--- config.mk ---
export PLATFORM = sky130hd
export DESIGN_NAME = instruction_fetch
export DESIGN_NICKNAME = d
export VERILOG_FILES = /design/src/rtl/instruction_fetch.sv
export SDC_FILE = /design/constraint.sdc
export NUM_CORES = 1
export LEC_CHECK = 0
export ABC_AREA = 1
export CAP_MARGIN = 30
export CORE_UTILIZATION = 49
export CTS_CLUSTER_DIAMETER = 40
export DETAILED_ROUTE_END_ITERATION = 6
export GPL_TIMING_DRIVEN = 0
export PLACE_DENSITY = 0.89
export SLEW_MARGIN = 20
export SYNTH_ARGS = -nofsm -noshare
export SYNTH_HDL_FRONTEND = slang
export SYNTH_SLANG_ARGS = --single-unit
--- constraint.sdc ---
create_clock -name clk -period 3.55 [get_ports clk]
set_input_delay 1.065 -clock clk [delete_from_list [all_inputs] [get_ports clk]]
set_output_delay 1.065 -clock clk [all_outputs]
set_load 0.005 [all_outputs]
--- src/rtl/instruction_fetch.sv ---
// Fetch stage: owns the PC, issues one word fetch at a time to instruction memory and
// hands each returned word to decode over a valid/ready handshake, honouring redirects.
module instruction_fetch #(
  parameter logic [31:0] RESET_PC  = 32'h0000_0000,
  parameter logic [31:0] NOP_INSTR = 32'h0000_0013
) (
  input  logic        clk,
  input  logic        reset,
  output logic        imem_req_valid,
  input  logic        imem_req_ready,
  output logic [31:0] imem_addr,
  input  logic        imem_rsp_valid,
  input  logic [31:0] imem_rsp_data,
  output logic [31:0] instr,
  output logic        instr_valid,
  input  logic        instr_ready,
  output logic [31:0] pc_out,
  output logic [31:0] pc_plus4,
  input  logic        redirect,
  input  logic [31:0] pc_target
);

  typedef enum logic [1:0] {StFetchReq, StWaitRsp, StHold} state_e;

  state_e      state_q, state_d;
  logic [31:0] pc_q, pc_d;
  logic        discard_q, discard_d;
  logic [31:0] instr_q, instr_d;
  logic        instr_valid_q, instr_valid_d;
  logic [31:0] pc_out_q, pc_out_d;

  // Target is always word-aligned; the low bits are dropped on purpose.
  logic unused_target_lsbs;
  assign unused_target_lsbs = ^pc_target[1:0];

  always_comb begin
    state_d       = state_q;
    pc_d          = pc_q;
    discard_d     = discard_q;
    instr_d       = instr_q;
    instr_valid_d = instr_valid_q;
    pc_out_d      = pc_out_q;

    if (redirect) begin
      pc_d          = {pc_target[31:2], 2'b00};
      instr_valid_d = 1'b0;
      instr_d       = NOP_INSTR;
      unique case (state_q)
        StFetchReq: begin
          // The old-PC request is already accepted; its response must be dropped.
          if (imem_req_ready) begin
            discard_d = 1'b1;
            state_d   = StWaitRsp;
          end
        end
        StWaitRsp: begin
          if (imem_rsp_valid) begin
            discard_d = 1'b0;
            state_d   = StFetchReq;
          end else begin
            discard_d = 1'b1;
          end
        end
        StHold:  state_d = StFetchReq;
        default: state_d = StFetchReq;
      endcase
    end else begin
      unique case (state_q)
        StFetchReq: begin
          if (imem_req_ready) begin
            state_d = StWaitRsp;
          end
        end
        StWaitRsp: begin
          if (imem_rsp_valid) begin
            if (discard_q) begin
              discard_d = 1'b0;
              state_d   = StFetchReq;
            end else begin
              instr_d       = imem_rsp_data;
              pc_out_d      = pc_q;
              instr_valid_d = 1'b1;
              state_d       = StHold;
            end
          end
        end
        StHold: begin
          if (instr_ready) begin
            pc_d          = pc_q + 32'd4;
            instr_valid_d = 1'b0;
            instr_d       = NOP_INSTR;
            state_d       = StFetchReq;
          end
        end
        default: state_d = StFetchReq;
      endcase
    end
  end

  always_ff @(posedge clk) begin
    if (reset) begin
      state_q       <= StFetchReq;
      pc_q          <= RESET_PC;
      discard_q     <= 1'b0;
      instr_q       <= NOP_INSTR;
      instr_valid_q <= 1'b0;
      pc_out_q      <= RESET_PC;
    end else begin
      state_q       <= state_d;
      pc_q          <= pc_d;
      discard_q     <= discard_d;
      instr_q       <= instr_d;
      instr_valid_q <= instr_valid_d;
      pc_out_q      <= pc_out_d;
    end
  end

  assign imem_req_valid = (state_q == StFetchReq) && !reset;
  assign imem_addr      = pc_q;
  assign instr          = instr_q;
  assign instr_valid    = instr_valid_q;
  assign pc_out         = pc_out_q;
  assign pc_plus4       = pc_out_q + 32'd4;

endmodule

==> results of run 1 <==
==> logic make-up (layout without fill, tap and decap cells) <==
group / Yosys count / count (layout) / synth area share, %
xor+xnor: 34 / 34 / 5.52
simple gates: 379 / 379 / 34.1
compound gates: 147 / 147 / 15.1
other cells: 1 / 6 / 0.0695
flops: 96 / 96 / 35.6
fa+ha+maj: 2 / 2 / 0.464
buf+inv: 112 / 319 / 9.11
==> cells in the final DEF (no fill, tap or decap), types with 6 or more instances in the layout <==
cell | Yosys | routed
sky130_fd_sc_hd__buf_2 | 15 | 15
sky130_fd_sc_hd__nor3_1 | 11 | 11
sky130_fd_sc_hd__conb_1 | 1 | 6
sky130_fd_sc_hd__nor2_2 | 11 | 13
sky130_fd_sc_hd__inv_2 | 7 | 7
sky130_fd_sc_hd__nand2_1 | 147 | 147
sky130_fd_sc_hd__a21oi_1 | 69 | 69
sky130_fd_sc_hd__inv_1 | 64 | 64
sky130_fd_sc_hd__nand2_2 | 9 | 9
sky130_fd_sc_hd__o21ai_0 | 27 | 27
sky130_fd_sc_hd__nor2_1 | 70 | 68
sky130_fd_sc_hd__clkdlybuf4s50_1 | 0 | 190
sky130_fd_sc_hd__clkbuf_8 | 0 | 10
sky130_fd_sc_hd__clkbuf_1 | 11 | 12
sky130_fd_sc_hd__nand3_2 | 9 | 9
sky130_fd_sc_hd__buf_4 | 8 | 9
sky130_fd_sc_hd__nand4_1 | 7 | 7
sky130_fd_sc_hd__o21ai_1 | 22 | 22
sky130_fd_sc_hd__a21oi_2 | 7 | 7
sky130_fd_sc_hd__xnor2_1 | 11 | 11
sky130_fd_sc_hd__dfxtp_1 | 96 | 91
sky130_fd_sc_hd__nor2_4 | 10 | 10
sky130_fd_sc_hd__a31oi_1 | 7 | 7
sky130_fd_sc_hd__xor2_1 | 23 | 23
sky130_fd_sc_hd__nand3_1 | 91 | 91
==> power groups by stage <==
stage / sequential [mW] / combinational (mW) / clock (mW)
3_3_place_gp: 1.21 / 0.399 / 0
3_5_place_dp: 1.21 / 0.407 / 0
5_1_grt: 1.19 / 0.447 / 0.794
2_1_floorplan: 1.19 / 0.177 / 0
6_report: 1.18 / 0.412 / 0.757
4_1_cts: 1.18 / 0.409 / 0.751
==> critical path: cells and delay by family, from the launching register on <==
kind	cells	cell delay [ns]
AND/OR/NAND/NOR	4	0.79
flip-flops	1	0.52
buffers and inverters	1	0.51
XOR/XNOR	1	0.17
==> worst max-delay path by stage <==
stage	startpoint	slack (ns)	to	depth (start not counted)
after floorplan	reset	1.04	imem_req_valid	2
after global placement	reset	0.37	imem_req_valid	3
after detailed placement	reset	0.33	imem_req_valid	3
after CTS	pc_out[2]$_SDFFE_PP0P_	0.008	pc_plus4[24]	9
after global routing	pc_out[3]$_SDFFE_PP0P_	0.002	pc_plus4[24]	9
final	pc_out[23]$_SDFFE_PP0P_	0.13	pc_plus4[25]	6
==> area by class of cell <==
class | instances | area (sq um)
Tap cell | 136 | 170
Timing Repair Buffer | 191 | 1910
Inverter | 71 | 267
Multi-Input combinational cell | 568 | 3010
Clock inverter | 5 | 62.6
Buffer | 41 | 225
Sequential cell | 96 | 1930
Fill cell | 852 | 2790
Clock buffer | 11 | 141
==> layer usage <==
layer | GRT usage, % | vias to the layer above
met4 | 12.9 | 0
li1 | - | 2952
met2 | 53.0 | 310
met1 | 38.1 | 2794
met3 | 5.65 | 53
met5 | 0 | -
==> state kept, by name, indices dropped and copies added, names as in the netlist <==
name / cells
instr_valid: 1
pc_out: 30
state_q: 2
instr: 32
discard_q: 1
imem_addr: 30
==> what timing repair did <==
item | 4_1_cts | 5_1_grt
setup endpoints to repair | 0 | 8
gates resized for setup | 0 | 9
buffers inserted | 0 | 1
==> impl_results.rst, run 1 <==
.. list-table::
   :header-rows: 1

   * - Metric
     - Value
   * - Most used DFF post-synth
     - sky130_fd_sc_hd__dfxtp_1
   * - Die H
     - 107 um
   * - Largest fanout on the critical path
     - 6
   * - Number of buffers inserted for hold repair after clock tree synthesis
     - 0
   * - Total CTS buffers
     - 9
   * - Half-perimeter wire length after placement
     - 13.8 mm
   * - Flip-flop and latch count after synthesis
     - 96
   * - Global-route wire length before repair
     - 28.0 mm
   * - Post-Route Skew
     - 0.0106 ns
   * - Clock-pin slew reported for the worst setup and hold paths after clock tree synthesis
     - 0.10 ns
   * - CTS tree
     - done
   * - Commonest cells in the netlist
     - sky130_fd_sc_hd__nand2_1, sky130_fd_sc_hd__dfxtp_1, sky130_fd_sc_hd__nand3_1
   * - Die ar.
     - 0.0114 sq mm
   * - Share of total power in combinational logic
     - 17.5%
   * - Actual slew at the worst max-slew pin
     - 0.606 ns
   * - X dimension of the die
     - 107 um
   * - Largest net degree at the start of global routing
     - 17
   * - Final routed wire length divided by cell count
     - 15.9 um
   * - Vias after detailed routing
     - 6109
   * - Setup repair after global routing missed its margin
     - false
   * - Startpoint of the worst hold path
     - instr_valid$_SDFFE_PP0P_
   * - Slew Limit Headroom
     - 59.6%
   * - Maximum ir drop on the vdd rail
     - 0.000242 V
   * - Cell accounting for the most synthesized area
     - sky130_fd_sc_hd__dfxtp_1
   * - Ratio of cells with drive above 1 in the final layout
     - 11.4%
   * - Post-place instance area
     - 0.00749 sq mm
   * - Deepest level of the CTS H-tree
     - 3
   * - Met2 wire len
     - 8.51 mm
   * - Top-level port count
     - 200
   * - Detailed Route Iter0 Violations
     - 525
   * - Power Density
     - 305 mW/mm^2
   * - Final cell utilization of the core
     - 73.4%
   * - Critical R2R Launch
     - imem_addr[3]$_SDFFE_PP0P_
   * - Clk sinks
     - 96
   * - Worst r2r path cells
     - 10
   * - Area fraction of the dominant cell type after synthesis
     - 35.6%
   * - Number of detailed-routing iterations run before antenna repair
     - 7
   * - Cell Area, Synth
     - 0.00540 sq mm
   * - Max Cap Violations
     - 0
   * - Data required time of the worst path
     - 2.48 ns
   * - Relative contribution of the clock network to total power
     - 32.2%
   * - Internal Power
     - 1.69 mW
   * - Warning count from the yosys run
     - 0
   * - Tmin final
     - 3.42 ns
   * - Lkg Pwr
     - 2.80 nW
   * - Seq pwr share
     - 50.3%
   * - GRT Total Usage
     - 31.0%
   * - Cell Count, Final, Fillers Out
     - 1119
   * - GR Overflow Total
     - 0
   * - Slowest stage cell, crit path
     - sky130_fd_sc_hd__dfxtp_1
   * - Row count
     - 37
   * - Arrival time of the worst setup path
     - 2.35 ns
   * - Endpoint with the worst hold slack
     - instr_valid$_SDFFE_PP0P_
   * - Post-route design area
     - 0.00772 sq mm
   * - Final-layout worst hold slack
     - 0.474 ns
   * - Wl on met1
     - 7.21 mm
   * - Switching power share of the total
     - 28.0%
   * - Switch Pwr
     - 0.658 mW
   * - Stage delay of the slowest cell on the critical path
     - 0.52 ns
   * - Worst min path class
     - flip-flop to flip-flop
   * - Count of unique library cells instantiated by Yosys
     - 45
   * - Highest routing layer actually used
     - met4
   * - Met3 Routed Length
     - 1.47 mm
   * - Max-slew violation count
     - 0
   * - Antenna cell count
     - 0
   * - Final worst slack
     - 0.131 ns
   * - Core box area
     - 0.0105 sq mm
   * - Number of stages on the worst hold path
     - 2
   * - F_max
     - 292 MHz
   * - Number of placed cells counting well taps
     - 1102
   * - Antenna-violating nets left
     - 0
   * - Dominant cells by area after synthesis
     - sky130_fd_sc_hd__dfxtp_1, sky130_fd_sc_hd__nand2_1, sky130_fd_sc_hd__nand3_1
   * - Later-pin clock latency in the skew report
     - 0.37 ns
   * - Post-synth EDFFs
     - 0
   * - Worst setup path category
     - flip-flop to output port
   * - Final worst path period share
     - 96.3%
   * - Post-synthesis async set-or-reset flop share
     - 0%
   * - Initial Util
     - 51.4%
   * - Total power
     - 2.35 mW
   * - Total number of nets in the final design
     - 1050
   * - Area growth syn-to-layout
     - 43.0%
   * - Total negative slack for setup checks
     - 0 ns
   * - Count of endpoints failing setup in the final report
     - 0
   * - Count of final hold-check violations
     - 0
   * - Outcome
     - finished, final reports clean
   * - Reg-to-reg endpoint
     - imem_addr[24]$_SDFFE_PP0P_
   * - Leading cell type by number of instances after synthesis
     - sky130_fd_sc_hd__nand2_1
   * - DRT Wirelength
     - 17.8 mm
   * - Reg2Reg Setup Slack
     - 1.76 ns
   * - Initial antenna violation count
     - 0
   * - Post-Place Worst Slack
     - 0.327 ns
   * - Deepest clock path buffer count
     - 2
   * - Proportion of synthesized chip area in sequential cells
     - 35.6%
   * - Post-Synthesis Cells
     - 771
   * - Ordered cell list for the critical path
     - nand4_1 -> nor3_1 -> nand3_1 -> nor2_1 -> xor2_1 -> clkdlybuf4s50_1
   * - Buffer cell driving the clock tree root
     - sky130_fd_sc_hd__clkbuf_8
   * - Number of global-route vias before repair
     - 5648
   * - Number of vias per cell
     - 5.46
   * - DRC viols
     - 0
   * - Startpoint type of the worst setup path
     - flip-flop
   * - Final weighted congestion in routability-driven placement
     - 0.945
   * - Number of input and output port buffers inserted
     - 190
   * - Post-synthesis average cell area
     - 7.00 sq um
   * - CP Capture Type
     - output port
No activity file was read; power rests on OpenSTA's default activity.
==> inputs of run 2 (changes only) <==
- clock period: 3.55 -> 4.1 ns (I/O delays scaled with it)
==> run 2 against run 1 <==
Compared with the run above:
- setup slack better by 0.29 ns
- power decreased by 13%
- hold slack better by 0.0031 ns
- core utilization shrank 0.23 points
- critical endpoint is now pc_plus4[24]
- largest cell class unchanged
- highest routed layer unchanged
==> impl_results.rst, run 2 (same netlist as run 1, synthesis figures left out) <==
.. list-table::
   :header-rows: 1

   * - Metric
     - Value
   * - Seq pwr share
     - 50.3% (about the same)
   * - Largest net degree at the start of global routing
     - 17 (unchanged)
   * - Global-route wire length before repair
     - 28.0 mm (unchanged)
   * - Number of global-route vias before repair
     - 5648 (unchanged)
   * - Total power
     - 2.04 mW (-13%)
   * - Slew Limit Headroom
     - 61.5% (+1.9 points)
   * - Deepest level of the CTS H-tree
     - 3 (unchanged)
   * - Lkg Pwr
     - 2.79 nW (-0.18%)
   * - Worst min path class
     - flip-flop to flip-flop
   * - Row count
     - 37 (unchanged)
   * - Cell seen most often among critical-path stages
     - sky130_fd_sc_hd__nand2_2
   * - Startpoint type of the worst setup path
     - flip-flop
   * - Die H
     - 107 um (unchanged)
   * - Worst setup path category
     - flip-flop to output port
   * - Tmin final
     - 3.68 ns
   * - Total CTS buffers
     - 9 (unchanged)
   * - Total negative slack for setup checks
     - 0 ns (unchanged)
   * - Deepest clock path buffer count
     - 2 (unchanged)
   * - Data required time of the worst path
     - 2.87 ns (+0.39 ns)
   * - Setup repair after global routing missed its margin
     - false
   * - Buffers & Inverters on Critical Path
     - 1 (unchanged)
   * - Number of buffers inserted for hold repair after clock tree synthesis
     - 0 (unchanged)
   * - Outcome
     - finished, final reports clean
   * - Antenna cell count
     - 0 (unchanged)
   * - GR Layer Usage met3
     - 5.65% (unchanged)
   * - Count of final hold-check violations
     - 0 (unchanged)
   * - Largest fanout on the critical path
     - 5 (-1)
   * - Stage delay of the slowest cell on the critical path
     - 0.51 ns (about the same)
   * - Half-perimeter wire length after placement
     - 13.8 mm (unchanged)
   * - GRT Total Usage
     - 31.0% (unchanged)
   * - Clk sinks
     - 96 (unchanged)
   * - F_max
     - 271 MHz
   * - Power Density
     - 265 mW/mm^2 (-13%)
   * - Switch Pwr
     - 0.570 mW (-13%)
   * - Most utilized layer in the global route result
     - met2
   * - Clock-pin slew reported for the worst setup and hold paths after clock tree synthesis
     - 0.10 ns (about the same)
   * - Arrival time of the worst setup path
     - 2.45 ns (+0.10 ns)
   * - Switching power share of the total
     - 28.0% (about the same)
   * - Share of total power in combinational logic
     - 17.5% (about the same)
   * - Final worst path period share
     - 89.9%
   * - GR Layer Usage met1
     - 38.1% (unchanged)
   * - DRC viols
     - 0 (unchanged)
   * - Relative contribution of the clock network to total power
     - 32.2% (about the same)
   * - Vias after detailed routing
     - 6040 (-1.1%)
   * - Internal Power
     - 1.47 mW (-13%)
   * - Setup bufs post-CTS
     - 0 (unchanged)
   * - Die ar.
     - 0.0114 sq mm (unchanged)
   * - Top-level port count
     - 200 (unchanged)
   * - Most used cells in the layout excluding fill and tap cells
     - sky130_fd_sc_hd__clkdlybuf4s50_1, sky130_fd_sc_hd__nand2_1, sky130_fd_sc_hd__dfxtp_1
   * - Maximum ir drop on the vdd rail
     - 0.000209 V (-14%)
   * - Final-layout worst hold slack
     - 0.477 ns (+0.00315 ns)
   * - X dimension of the die
     - 107 um (unchanged)
   * - CP Capture Type
     - output port
   * - Cell Count, Final, Fillers Out
     - 1118 (-0.089%)
   * - Total number of nets in the final design
     - 1049 (-0.095%)
   * - Buffer cell driving the clock tree root
     - sky130_fd_sc_hd__clkbuf_8
   * - GR Overflow Total
     - 0 (unchanged)
   * - Initial Util
     - 51.4% (unchanged)
   * - Number of detailed-routing iterations run before antenna repair
     - 5 (-2)
   * - Number of vias per cell
     - 5.40 (-1.0%)
   * - Detailed Route Iter0 Violations
     - 490 (-6.7%)
   * - Post-Route Skew
     - 0.0118 ns (+0.00116 ns)
   * - Initial antenna violation count
     - 0 (unchanged)
   * - Kind of cell with the highest combined delay on the critical path
     - simple AND/OR/NAND/NOR gates
   * - Max FFs per register
     - 32 (unchanged)
   * - Antenna-violating nets left
     - 0 (unchanged)
   * - Area growth syn-to-layout
     - 42.5%
   * - Later-pin clock latency in the skew report
     - 0.37 ns (about the same)
   * - DRT Wirelength
     - 17.8 mm (-0.19%)
   * - CTS tree
     - done
   * - Max Cap Violations
     - 0 (unchanged)
   * - Ordered cell list for the critical path
     - ha_1 -> nand3_1 -> nor2_2 -> nand2_2 -> nor2_4 -> nand2_2 -> nor2_1 -> xor2_1 -> clkdlybuf4s50_1
   * - Slowest stage cell, crit path
     - sky130_fd_sc_hd__clkdlybuf4s50_1
   * - Final weighted congestion in routability-driven placement
     - 0.945 (unchanged)
   * - GR Util met2
     - 53.0% (unchanged)
   * - Number of input and output port buffers inserted
     - 190 (unchanged)
   * - Final routed wire length divided by cell count
     - 15.9 um (about the same)
   * - Core box area
     - 0.0105 sq mm (unchanged)
   * - Fill cell count
     - 862 (+1.2%)
   * - Number of placed cells counting well taps
     - 1102 (unchanged)
   * - Post-CTS sizing
     - 0 (unchanged)
   * - Count of endpoints failing setup in the final report
     - 0 (unchanged)
   * - Actual slew at the worst max-slew pin
     - 0.578 ns (-0.0287 ns)
   * - Max-slew violation count
     - 0 (unchanged)
   * - Ratio of cells with drive above 1 in the final layout
     - 10.5% (-0.90 points)
   * - Most frequent standard cell in the layout excluding fill and tap cells
     - sky130_fd_sc_hd__clkdlybuf4s50_1
run 2: final cells by class:
class | instances | area [sq um] | share of cell area, %
plain buffers | 41 | 225 | 2.93
clock buffers | 11 | 141 | 1.84
clock inverters | 5 | 62.6 | 0.813
inverters | 71 | 267 | 3.46
multi-input cells | 568 | 3000 | 39.0
flip-flops and latches | 96 | 1920 | 25.0
well taps | 136 | 170 | 2.21
repair buffers | 190 | 1900 | 24.7
run 2: worst register-to-register path, stage by stage (launching register included):
cell                      delay, ns
sky130_fd_sc_hd__dfxtp_1       0.42
sky130_fd_sc_hd__ha_1          0.24
sky130_fd_sc_hd__nand2_1       0.10
sky130_fd_sc_hd__nor2_1        0.24
sky130_fd_sc_hd__nand2_4       0.17
sky130_fd_sc_hd__nor2_4        0.18
sky130_fd_sc_hd__nand2_1       0.06
sky130_fd_sc_hd__nand2_1       0.05
sky130_fd_sc_hd__nand3_1       0.06
sky130_fd_sc_hd__nand2_1       0.07
sky130_fd_sc_hd__a21oi_1       0.05
run 2: final timing paths:
kind              cells past startpoint  slack, ns                         end                      start
setup / recovery                      9       0.42                pc_plus4[24]     pc_out[2]$_SDFFE_PP0P_
hold / removal                        2       0.48    instr_valid$_SDFFE_PP0P_   instr_valid$_SDFFE_PP0P_
setup reg to reg                     10       2.32  imem_addr[24]$_SDFFE_PP0P_  imem_addr[3]$_SDFFE_PP0P_
hold reg to reg                       2       0.48    instr_valid$_SDFFE_PP0P_   instr_valid$_SDFFE_PP0P_
run 2: per-layer routing:
layer,vias up,share of wire (%)
li1,2953,-
met1,2745,41
met2,300,48
met3,42,8.4
met4,0,3.1
met5,-,0
run 2: stage by stage:
step	cell area (sq um)	setup WS (ns)	util, %
2_1_floorplan	5420	1.26	-
3_3_place_gp	7490	0.586	71.3
3_5_place_dp	7490	0.547	71.3
4_1_cts	7690	0.393	73.2
5_1_grt	7690	0.229	73.2
6_report	7690	0.416	73.2
run 2: power by group through the flow:
stage                     sequential [mW]  clock, mW  combinational (mW)
after floorplan                      1.03          0               0.153
after global placement               1.04          0               0.345
after detailed placement             1.04          0               0.352
after CTS                            1.02      0.650               0.354
after global routing                 1.03      0.687               0.387
final                                1.03      0.656               0.356
==> inputs of run 3 (changes only) <==
- CTS_CLUSTER_SIZE: default -> 8
- SKIP_LAST_GASP: default -> 1
==> results of run 3 <==
Same layout as run 2: the final DEF is identical, and so are final timing and power.
